## src/rtl/wb_pkg.sv

```systemverilog
// wb_pkg: shared widths, writeback request type, requester ids and address-match helper
// No ports; imported by wb_fifo, wb_arbiter and the testbench.
package wb_pkg;
    localparam int REG_ADDR_W = 5;
    localparam int DATA_W     = 32;
    typedef struct packed {
        logic [REG_ADDR_W-1:0] addr;
        logic [DATA_W-1:0]     data;
    } wb_req_t;
    typedef enum logic {
        REQ_ALU = 1'b0,
        REQ_LSU = 1'b1
    } wb_requester_e;
    function automatic logic addr_hit(input logic [REG_ADDR_W-1:0] q, input logic [REG_ADDR_W-1:0] a,
                                      input logic v);
        return v && (q != '0) && (q == a);
    endfunction
endpackage

```

## src/rtl/wb_fifo.sv

```systemverilog
// wb_fifo: per-requester writeback buffer with per-entry valid/addr taps for pending-register lookup
// clk, rst_n   : clock, async active-low reset
// i_push/i_din : enqueue (caller guarantees not full)
// i_pop        : dequeue head (caller guarantees not empty)
// o_head       : current head entry
// o_count      : occupancy
// o_vld/o_addr : per-slot valid bit and destination register
module wb_fifo
    import wb_pkg::*;
#(
    parameter int DEPTH = 2
) (
    input  logic                                 clk,
    input  logic                                 rst_n,
    input  logic                                 i_push,
    input  wb_req_t                              i_din,
    input  logic                                 i_pop,
    output wb_req_t                              o_head,
    output logic [$clog2(DEPTH):0]               o_count,
    output logic [DEPTH-1:0]                     o_vld,
    output logic [DEPTH-1:0][REG_ADDR_W-1:0]     o_addr
);
    localparam int PW = $clog2(DEPTH);
    localparam int CW = PW + 1;
    wb_req_t          r_mem [DEPTH];
    logic [DEPTH-1:0] r_vld;
    logic [PW-1:0]    r_wr;
    logic [PW-1:0]    r_rd;
    logic [CW-1:0]    r_cnt;
    // Push never targets a live slot and pop never targets an empty one,
    // so the valid-bit set and clear below can never hit the same index.
    always_ff @(posedge clk or negedge rst_n) begin
        if (!rst_n) begin
            r_vld <= '0;
            r_wr  <= '0;
            r_rd  <= '0;
            r_cnt <= '0;
            for (int i = 0; i < DEPTH; i++) r_mem[i] <= '0;
        end else begin
            if (i_push) begin
                r_mem[r_wr] <= i_din;
                r_vld[r_wr] <= 1'b1;
                r_wr        <= r_wr + 1'b1;
            end
            if (i_pop) begin
                r_vld[r_rd] <= 1'b0;
                r_rd        <= r_rd + 1'b1;
            end
            r_cnt <= r_cnt + CW'(i_push) - CW'(i_pop);
        end
    end
    always_comb begin
        o_addr = '0;
        for (int i = 0; i < DEPTH; i++) o_addr[i] = r_mem[i].addr;
    end
    assign o_head  = r_mem[r_rd];
    assign o_count = r_cnt;
    assign o_vld   = r_vld;
endmodule

```

## src/rtl/wb_arbiter.sv

```systemverilog
// wb_arbiter: round-robin merge of ALU and LSU writebacks onto one register-file write port
// clk, reset                     : clock, async active-low reset
// alu_* / lsu_*                  : valid/ready writeback requests (addr 5b, data 32b)
// rf_write_*                     : register-file write port, driven straight from the granted head
// query_addrN / query_pendingN   : decode hazard lookup against all buffered writes
// idle                           : both buffers empty
module wb_arbiter
    import wb_pkg::*;
#(
    parameter int FIFO_DEPTH = 2
) (
    input  logic                  clk,
    input  logic                  reset,
    input  logic                  alu_valid,
    output logic                  alu_ready,
    input  logic [REG_ADDR_W-1:0] alu_addr,
    input  logic [DATA_W-1:0]     alu_data,
    input  logic                  lsu_valid,
    output logic                  lsu_ready,
    input  logic [REG_ADDR_W-1:0] lsu_addr,
    input  logic [DATA_W-1:0]     lsu_data,
    output logic                  rf_write_enable,
    output logic [REG_ADDR_W-1:0] rf_write_reg_addr,
    output logic [DATA_W-1:0]     rf_write_data,
    input  logic [REG_ADDR_W-1:0] query_addr1,
    input  logic [REG_ADDR_W-1:0] query_addr2,
    output logic                  query_pending1,
    output logic                  query_pending2,
    output logic                  idle
);
    localparam int CW = $clog2(FIFO_DEPTH) + 1;
    logic [CW-1:0]                            w_alu_cnt, w_lsu_cnt;
    wb_req_t                                  w_alu_head, w_lsu_head, w_head;
    logic [FIFO_DEPTH-1:0]                    w_alu_vld, w_lsu_vld;
    logic [FIFO_DEPTH-1:0][REG_ADDR_W-1:0]    w_alu_addr, w_lsu_addr;
    logic                                     w_alu_push, w_lsu_push, w_alu_pop, w_lsu_pop;
    logic                                     w_alu_ne, w_lsu_ne;
    wb_requester_e                            r_last;
    assign alu_ready  = w_alu_cnt < CW'(FIFO_DEPTH);
    assign lsu_ready  = w_lsu_cnt < CW'(FIFO_DEPTH);
    // x0 writes complete the handshake but are never buffered.
    assign w_alu_push = alu_valid && alu_ready && (alu_addr != '0);
    assign w_lsu_push = lsu_valid && lsu_ready && (lsu_addr != '0);
    assign w_alu_ne   = w_alu_cnt != '0;
    assign w_lsu_ne   = w_lsu_cnt != '0;
    // LSU wins when it is alone, or when contended and ALU took the last grant.
    assign w_lsu_pop  = w_lsu_ne && (!w_alu_ne || r_last == REQ_ALU);
    assign w_alu_pop  = w_alu_ne && !w_lsu_pop;
    assign w_head     = w_lsu_pop ? w_lsu_head : w_alu_head;
    assign rf_write_enable   = w_alu_ne || w_lsu_ne;
    assign rf_write_reg_addr = rf_write_enable ? w_head.addr : '0;
    assign rf_write_data     = rf_write_enable ? w_head.data : '0;
    assign idle              = !rf_write_enable;
    // Reset to LSU so ALU wins the first contended grant.
    always_ff @(posedge clk or negedge reset) begin
        if (!reset) r_last <= REQ_LSU;
        else if (rf_write_enable) r_last <= w_lsu_pop ? REQ_LSU : REQ_ALU;
    end
    always_comb begin
        query_pending1 = 1'b0;
        query_pending2 = 1'b0;
        for (int i = 0; i < FIFO_DEPTH; i++) begin
            query_pending1 = query_pending1 | addr_hit(query_addr1, w_alu_addr[i], w_alu_vld[i])
                                            | addr_hit(query_addr1, w_lsu_addr[i], w_lsu_vld[i]);
            query_pending2 = query_pending2 | addr_hit(query_addr2, w_alu_addr[i], w_alu_vld[i])
                                            | addr_hit(query_addr2, w_lsu_addr[i], w_lsu_vld[i]);
        end
    end
    wb_fifo #(.DEPTH(FIFO_DEPTH)) u_alu_fifo (
        .clk     (clk),
        .rst_n   (reset),
        .i_push  (w_alu_push),
        .i_din   ({alu_addr, alu_data}),
        .i_pop   (w_alu_pop),
        .o_head  (w_alu_head),
        .o_count (w_alu_cnt),
        .o_vld   (w_alu_vld),
        .o_addr  (w_alu_addr)
    );
    wb_fifo #(.DEPTH(FIFO_DEPTH)) u_lsu_fifo (
        .clk     (clk),
        .rst_n   (reset),
        .i_push  (w_lsu_push),
        .i_din   ({lsu_addr, lsu_data}),
        .i_pop   (w_lsu_pop),
        .o_head  (w_lsu_head),
        .o_count (w_lsu_cnt),
        .o_vld   (w_lsu_vld),
        .o_addr  (w_lsu_addr)
    );
endmodule

```

## config.mk

```make
export PLATFORM = sky130hd
export DESIGN_NAME = wb_arbiter
export DESIGN_NICKNAME = d
export VERILOG_FILES = /design/src/rtl/wb_pkg.sv /design/src/rtl/wb_fifo.sv /design/src/rtl/wb_arbiter.sv
export SDC_FILE = /design/constraint.sdc
export NUM_CORES = 1
export LEC_CHECK = 0
export CORE_ASPECT_RATIO = 1.1
export CORE_MARGIN = 2
export CORE_UTILIZATION = 45
export DETAILED_ROUTE_END_ITERATION = 16
export PLACE_DENSITY = 0.74
export SETUP_SLACK_MARGIN = 0.1
export SYNTH_ARGS = -nofsm -noshare
export SYNTH_HDL_FRONTEND = slang
export SYNTH_SLANG_ARGS = --single-unit
```

## constraint.sdc

```tcl
create_clock -name clk -period 2.19 [get_ports clk]
set_input_delay 0.3285 -clock clk [delete_from_list [all_inputs] [get_ports clk]]
set_output_delay 0.3285 -clock clk [all_outputs]
set_load 0.02 [all_outputs]
```

; ---- Word-level counts from Yosys, hierarchy flattened
; Cells that the tools add are included.
[classes]
reduce_logical = 39
shifts = 0
div = 0
order_cmp = 16
n_bitwise = 17
n_eq_ne = 8
mul = 0
n_addsub = 8
n_mux = 28
[ops]
columns = op, n
row1 = $mux W37, 9
row2 = $bwmux W74, 2
row3 = $demux W37 S1, 2
row4 = $eq A5 B5 Y1, 8
row5 = $mux W32, 1
row6 = $logic_and A1 B1 Y1, 28
row7 = $reduce_bool A5 Y1, 4
row8 = $ge A2 B2 Y1 const B, 4
row9 = $lt A1 B2 Y1 const B, 4
row10 = $mux W2, 4
row11 = $not A1 Y2, 4
row12 = $or A1 B1 Y1, 6
row13 = $mux W1, 5
row14 = $mux W5, 1
row15 = $add A1 B1 Y1 const B, 4
row16 = $add A2 B1 Y2, 2
row17 = $and A2 B2 Y2, 2
row18 = $demux W1 S1, 4
row19 = $ge A1 B1 Y1 const B, 4
row20 = $lt A2 B1 Y1 const B, 2
row21 = $lt A2 B2 Y1 const B, 2
row22 = $not A2 Y2, 2
row23 = $or A2 B2 Y2, 2
row24 = $reduce_bool A2 Y1, 2
row25 = 4 further kinds, 8
[word_totals]
wordCells = 133
mem_count = 0
ff_bits = 161
latchBits = 0
romBits = 0
output_inout_bits = 43
inputBits = 88
ramBits = 0

; ---- Logic depth before layout (Yosys ltp)
[depth]
word_depth = 8
depth_mapped = 11
depth_no_buf = 10

; ---- By module
; A second synthesis with hierarchy kept.
[hier_totals]
hier_cells = 662
area_unflattened_um2 = 8700.8
[by_module_without_submodules]
columns = mod, cells_per_inst, area_each_um2, instances, seq_area_each_um2
row1 = wb_fifo, 226, 3738.6, 2, 2001.9
row2 = wb_arbiter, 210, 1223.7, 1, 26.3

; ---- Least setup slack after synthesis
; Ideal clock, no wire load.
[synth_path]
kind = flip-flop to flip-flop
start = register u_alu_fifo.r_cnt[1] (netlist: u_alu_fifo.o_count[1])
end = register u_alu_fifo.r_cnt[1] (netlist: u_alu_fifo.o_count[1])
stages_incl_launch_ff = 12
setup_time_ps = 80
n_path_buf = 1
arrival_ps = 2006
period_less_slack_ps = 2086
required_ps = 2110
slack_ps = 104
cell_sequence = dfrtp_1 > or2_1 > buf_2 > nand2_1 > o21ai_2 > clkinv_1 > nor2_1 > ha_1 > inv_1 > ha_1 > xnor2_1 > xnor2_1
[synth_via]
elab_chain_len = 7
elab_cells_between_ends = 11
classes_between = add/sub: 2 / order compare: 1 / reduce/logical: 8
[synth_lines]
columns = item, line_no
row1 = "start, declared", wb_fifo.sv:29  ; logic [CW-1:0] r_cnt;
row2 = "start signal, assigned", wb_fifo.sv:49  ; r_cnt <= r_cnt + CW'(i_push) - CW'(i_pop);
row3 = $reduce_bool A2 Y1, wb_arbiter.sv:44  ; assign w_alu_ne = w_alu_cnt != '0;
row4 = $logic_not A1 Y1, wb_arbiter.sv:47  ; assign w_lsu_pop = w_lsu_ne && (!w_alu_ne || r_last == REQ_ALU);
row5 = $logic_or A1 B1 Y1, wb_arbiter.sv:47
row6 = $logic_and A1 B1 Y1, wb_arbiter.sv:47
row7 = net u_lsu_fifo.i_pop, wb_fifo.sv:17  ; input logic i_pop,
row8 = $logic_not A1 Y1, wb_arbiter.sv:48  ; assign w_alu_pop = w_alu_ne && !w_lsu_pop;
row9 = $logic_and A1 B1 Y1, wb_arbiter.sv:48
row10 = $sub A2 B1 Y2, wb_fifo.sv:49
; The timed path passes the listed nets, and every way through them passes these cells.
; A chain may end at the register's enable or synchronous reset.

; ---- Final worst setup path
[layout_path]
start = register u_alu_fifo.r_cnt[1] (netlist: u_alu_fifo.o_count[1])
end = output rf_write_data[29]
[layout_via]
elab_chain_len = 6
elab_cells_between_ends = 7
classes_between = mux: 2 / reduce/logical: 5
[layout_lines]
columns = item, line_no
row1 = $reduce_bool A2 Y1, wb_arbiter.sv:44
row2 = $logic_not A1 Y1, wb_arbiter.sv:47
row3 = $logic_or A1 B1 Y1, wb_arbiter.sv:47
row4 = $logic_and A1 B1 Y1, wb_arbiter.sv:47
row5 = net u_lsu_fifo.i_pop, wb_fifo.sv:17
row6 = $mux W37, wb_arbiter.sv:49  ; assign w_head = w_lsu_pop ? w_lsu_head : w_alu_head;
row7 = $mux W32, wb_arbiter.sv:52  ; assign rf_write_data = rf_write_enable ? w_head.data : '0;
row8 = "end, declared", wb_arbiter.sv:24  ; output logic [DATA_W-1:0] rf_write_data,
; The timed path passes the listed nets, and every way through them passes these cells.

==> results.cfg <==
[clocking]
cts_tree = built
numCtsBuffers = 17
clk_latency_ps = 430
cts_sinks = 161
htreeDepth = 4
clk_path_buf_depth = 2
path_clk_slew_ps = 60
root_buffer = clkbuf_16

[global_route]
grt_util_met2 = 0.398
grt_antenna_before_repair = 1
use_met1 = 0.264
busiest_layer = met2
grt_pass1_vias = 6182
grt_pass1_wl_mm = 32.8
grt_max_degree = 67
met3_usage = 0.0442
grt_use_total = 0.221
overflow = 0

[place]
io_buffers = 130
place_hpwl_mm = 13.9
gp_congestion = 0.867
pre_cts_ws_ps = -500

[logic_synthesis]
async_flop_share = 1.00
ys_warn_count = 0
synth_area_mm2 = 0.00808
syn_area_per_cell_um2 = 13.3
synth_xor_area_frac = 0.0521
synth_ff_type = dfrtp_1
yosysMostFrequentCell = dfrtp_1
synth.area.mux_share = 0.319
synthesis.instances = 608
synthSimpleGateAreaFrac = 0.0462
ys_types = 36
synth-edff-count = 0
synthTopCellsByCount = dfrtp_1 (160), mux2_2 (107), nand3_1 (43), mux2_1 (38), mux2_4 (38)
synthesis.nets = 700
ys_ff_latch = 161
yosys-top-cells-area = dfrtp_1 (50%), mux2_2 (15%), mux2_4 (7.1%)
synth_top_family_by_area = multiplexers
ys_seq_area_frac = 0.499
synth_largest_area_cell = dfrtp_1
synth_top_area_frac = 0.496
synth_compound_area_frac = 0.0389
synthAdderAreaFrac = 0.00620

[critical_path]
worstRegToRegCells = 12
worstPathArrival_ps = 1950
required_ps = 1860
ff2ff_setup_slack_ps = 110
crit_path_end_kind = primary output
setup.worst_path.class = flop to primary output
cp_max_fo = 6
r2r-start = u_alu_fifo.o_count[1]
rr_endpoint = u_alu_fifo.o_count[1]
cp-start-kind = flop

[timing]
rsz0062_at_grt = true
hold_viol_final = 0
relSlewSlack = 0.695
setup_violations = 21
whs_ps = 377
finalWorstSetupSlack_ps = -89.3
setup_tns_ps = -640
fin_crit_ps = 2280
worstMarginPinSlew_ps = 458
finalCritPeriodShare = 1.04
maxSlewViolCount = 0
fmax_mhz = 439
fin_skew_ps = 6.36

[die]
start_util = 0.457
placementRows = 51
boundaryPins = 131
die_w_um = 132
core_area_mm2 = 0.0177
die-area_mm2 = 0.0190
die_h_um = 145

[run_status]
violations = negative setup slack
status = finished, violations left

[job]
cap_violations = 0

[final_layout]
nFillCells = 1318
drive_above_1_share = 0.449
area_delta_synth_final_pct = 38.3
nets = 883

[min_path]
min_from = alu_addr[0]
min_to = u_alu_fifo.o_addr[0]
hold_class = input pin to flop
min_delay_path_depth = 3

[drt]
postRouteAntennaNets = 0
routed_wl_mm = 21.0
firstDrtPassIters = 5
wl_per_cell_um = 20.1
routed_via_density = 5.37
drc = 0
vias = 5599
drtIter0Drc = 261

[power_and_ir_drop]
p_per_area_mw_per_mm2 = 1770
peakVddDrop_mv = 1.02
p_leak_nw = 4.90
layout make-up:
| type | count | area (um^2) | area share |
|---|---|---|---|
| Clock inverter | 9 | 81.3 | 0.00728 |
| Clock buffer | 23 | 478 | 0.0428 |
| Timing Repair Buffer | 211 | 2200 | 0.197 |
| Antenna cell | 1 | 2.50 | 0.000224 |
| Multi-Input combinational cell | 390 | 4020 | 0.360 |
| Sequential cell | 161 | 4050 | 0.362 |
| Tap cell | 238 | 298 | 0.0267 |
| Inverter | 10 | 47.5 | 0.00426 |
cell usage in the layout (no fill, tap or decap), types with 7 or more instances in the layout:
cell / Yosys / layout
buf_12: 0 / 18
buf_2: 3 / 10
buf_4: 2 / 58
buf_6: 12 / 30
clkbuf_16: 0 / 20
clkdlybuf4s50_1: 0 / 78
dfrtp_1: 160 / 147
dfrtp_2: 0 / 13
mux2_1: 38 / 37
mux2_2: 107 / 107
mux2_4: 38 / 39
mux2i_1: 37 / 37
nand3_1: 43 / 33
nand3_2: 0 / 9
o21ai_0: 35 / 8
o21ai_1: 0 / 12
o21ai_2: 1 / 9
o21ai_4: 0 / 7
xnor2_1: 14 / 13
xor2_1: 34 / 34
worst max-delay path: stages (launching register included):
cell and delay, ps:
dfrtp_1 380, or2_4 270, nand2_4 80, o21ai_4 120, buf_6 160, inv_8 60, a211oi_2 30, a211oi_1 210
buf_2 200
cell families after synthesis:
group,count (synthesis)
flops,161
buf+inv,57
simple gates,69
fa+ha+maj,4
compound gates,49
mux,220
xor+xnor,48
flip-flops by register name, summed over array words and instances (netlist names):
name	cells
u_lsu_fifo.o_addr	10
u_alu_fifo.r_wr	1
u_lsu_fifo.r_wr	1
u_alu_fifo.o_vld	2
u_lsu_fifo.o_vld	2
r_last	1
u_alu_fifo.r_mem	64
u_alu_fifo.r_rd	1
u_alu_fifo.o_count	2
u_lsu_fifo.o_count	2
u_alu_fifo.o_addr	10
u_lsu_fifo.r_rd	1
u_lsu_fifo.r_mem	64
metal layers:
metal,vias to the layer above,part of all wire
met4,0,0.018
met1,2893,0.41
met3,31,0.041
met5,-,0
met2,142,0.53
li1,2533,-
through the flow:
stage,cell area [um^2],power [mW],std cells,util
after floorplan,8080,11.3,608,-
after global placement,10100,15.1,985,0.570
after detailed placement,10100,15.4,985,0.570
after CTS,10800,18.8,1030,0.609
after global routing,11200,20.9,1043,0.632
final,11200,19.8,1043,0.632
how the worst max path moves through the flow:
| stage | end | slack (ps) | start | cells past startpoint |
|---|---|---|---|---|
| 2_1_floorplan | u_alu_fifo.o_count[1] | 100 | u_alu_fifo.o_count[1] | 11 |
| 3_3_place_gp | query_pending2 | -410 | query_addr2[4] | 7 |
| 3_5_place_dp | query_pending1 | -500 | query_addr1[4] | 7 |
| 4_1_cts | rf_write_data[19] | -180 | u_lsu_fifo.o_count[0] | 5 |
| 5_1_grt | rf_write_data[29] | -160 | u_alu_fifo.o_count[1] | 8 |
| 6_report | rf_write_data[29] | -90 | u_alu_fifo.o_count[1] | 8 |
repair_timing:
item,CTS,global route
setup endpoints to repair,44,49
buffers inserted,11,9
pin swaps,14,18
gates cloned,1,3
resized for setup,287,73
hold buffers,1,0
endpoints found under the hold margin,44,0
power breakdown:
part	internal, mW	switching [mW]	total, mW
Sequential	4.56	1.14	5.70
Clock	1.65	1.18	2.83
Combinational	5.99	5.25	11.2
Total	12.2	7.57	19.8
Power figures use the tool's default switching activity.
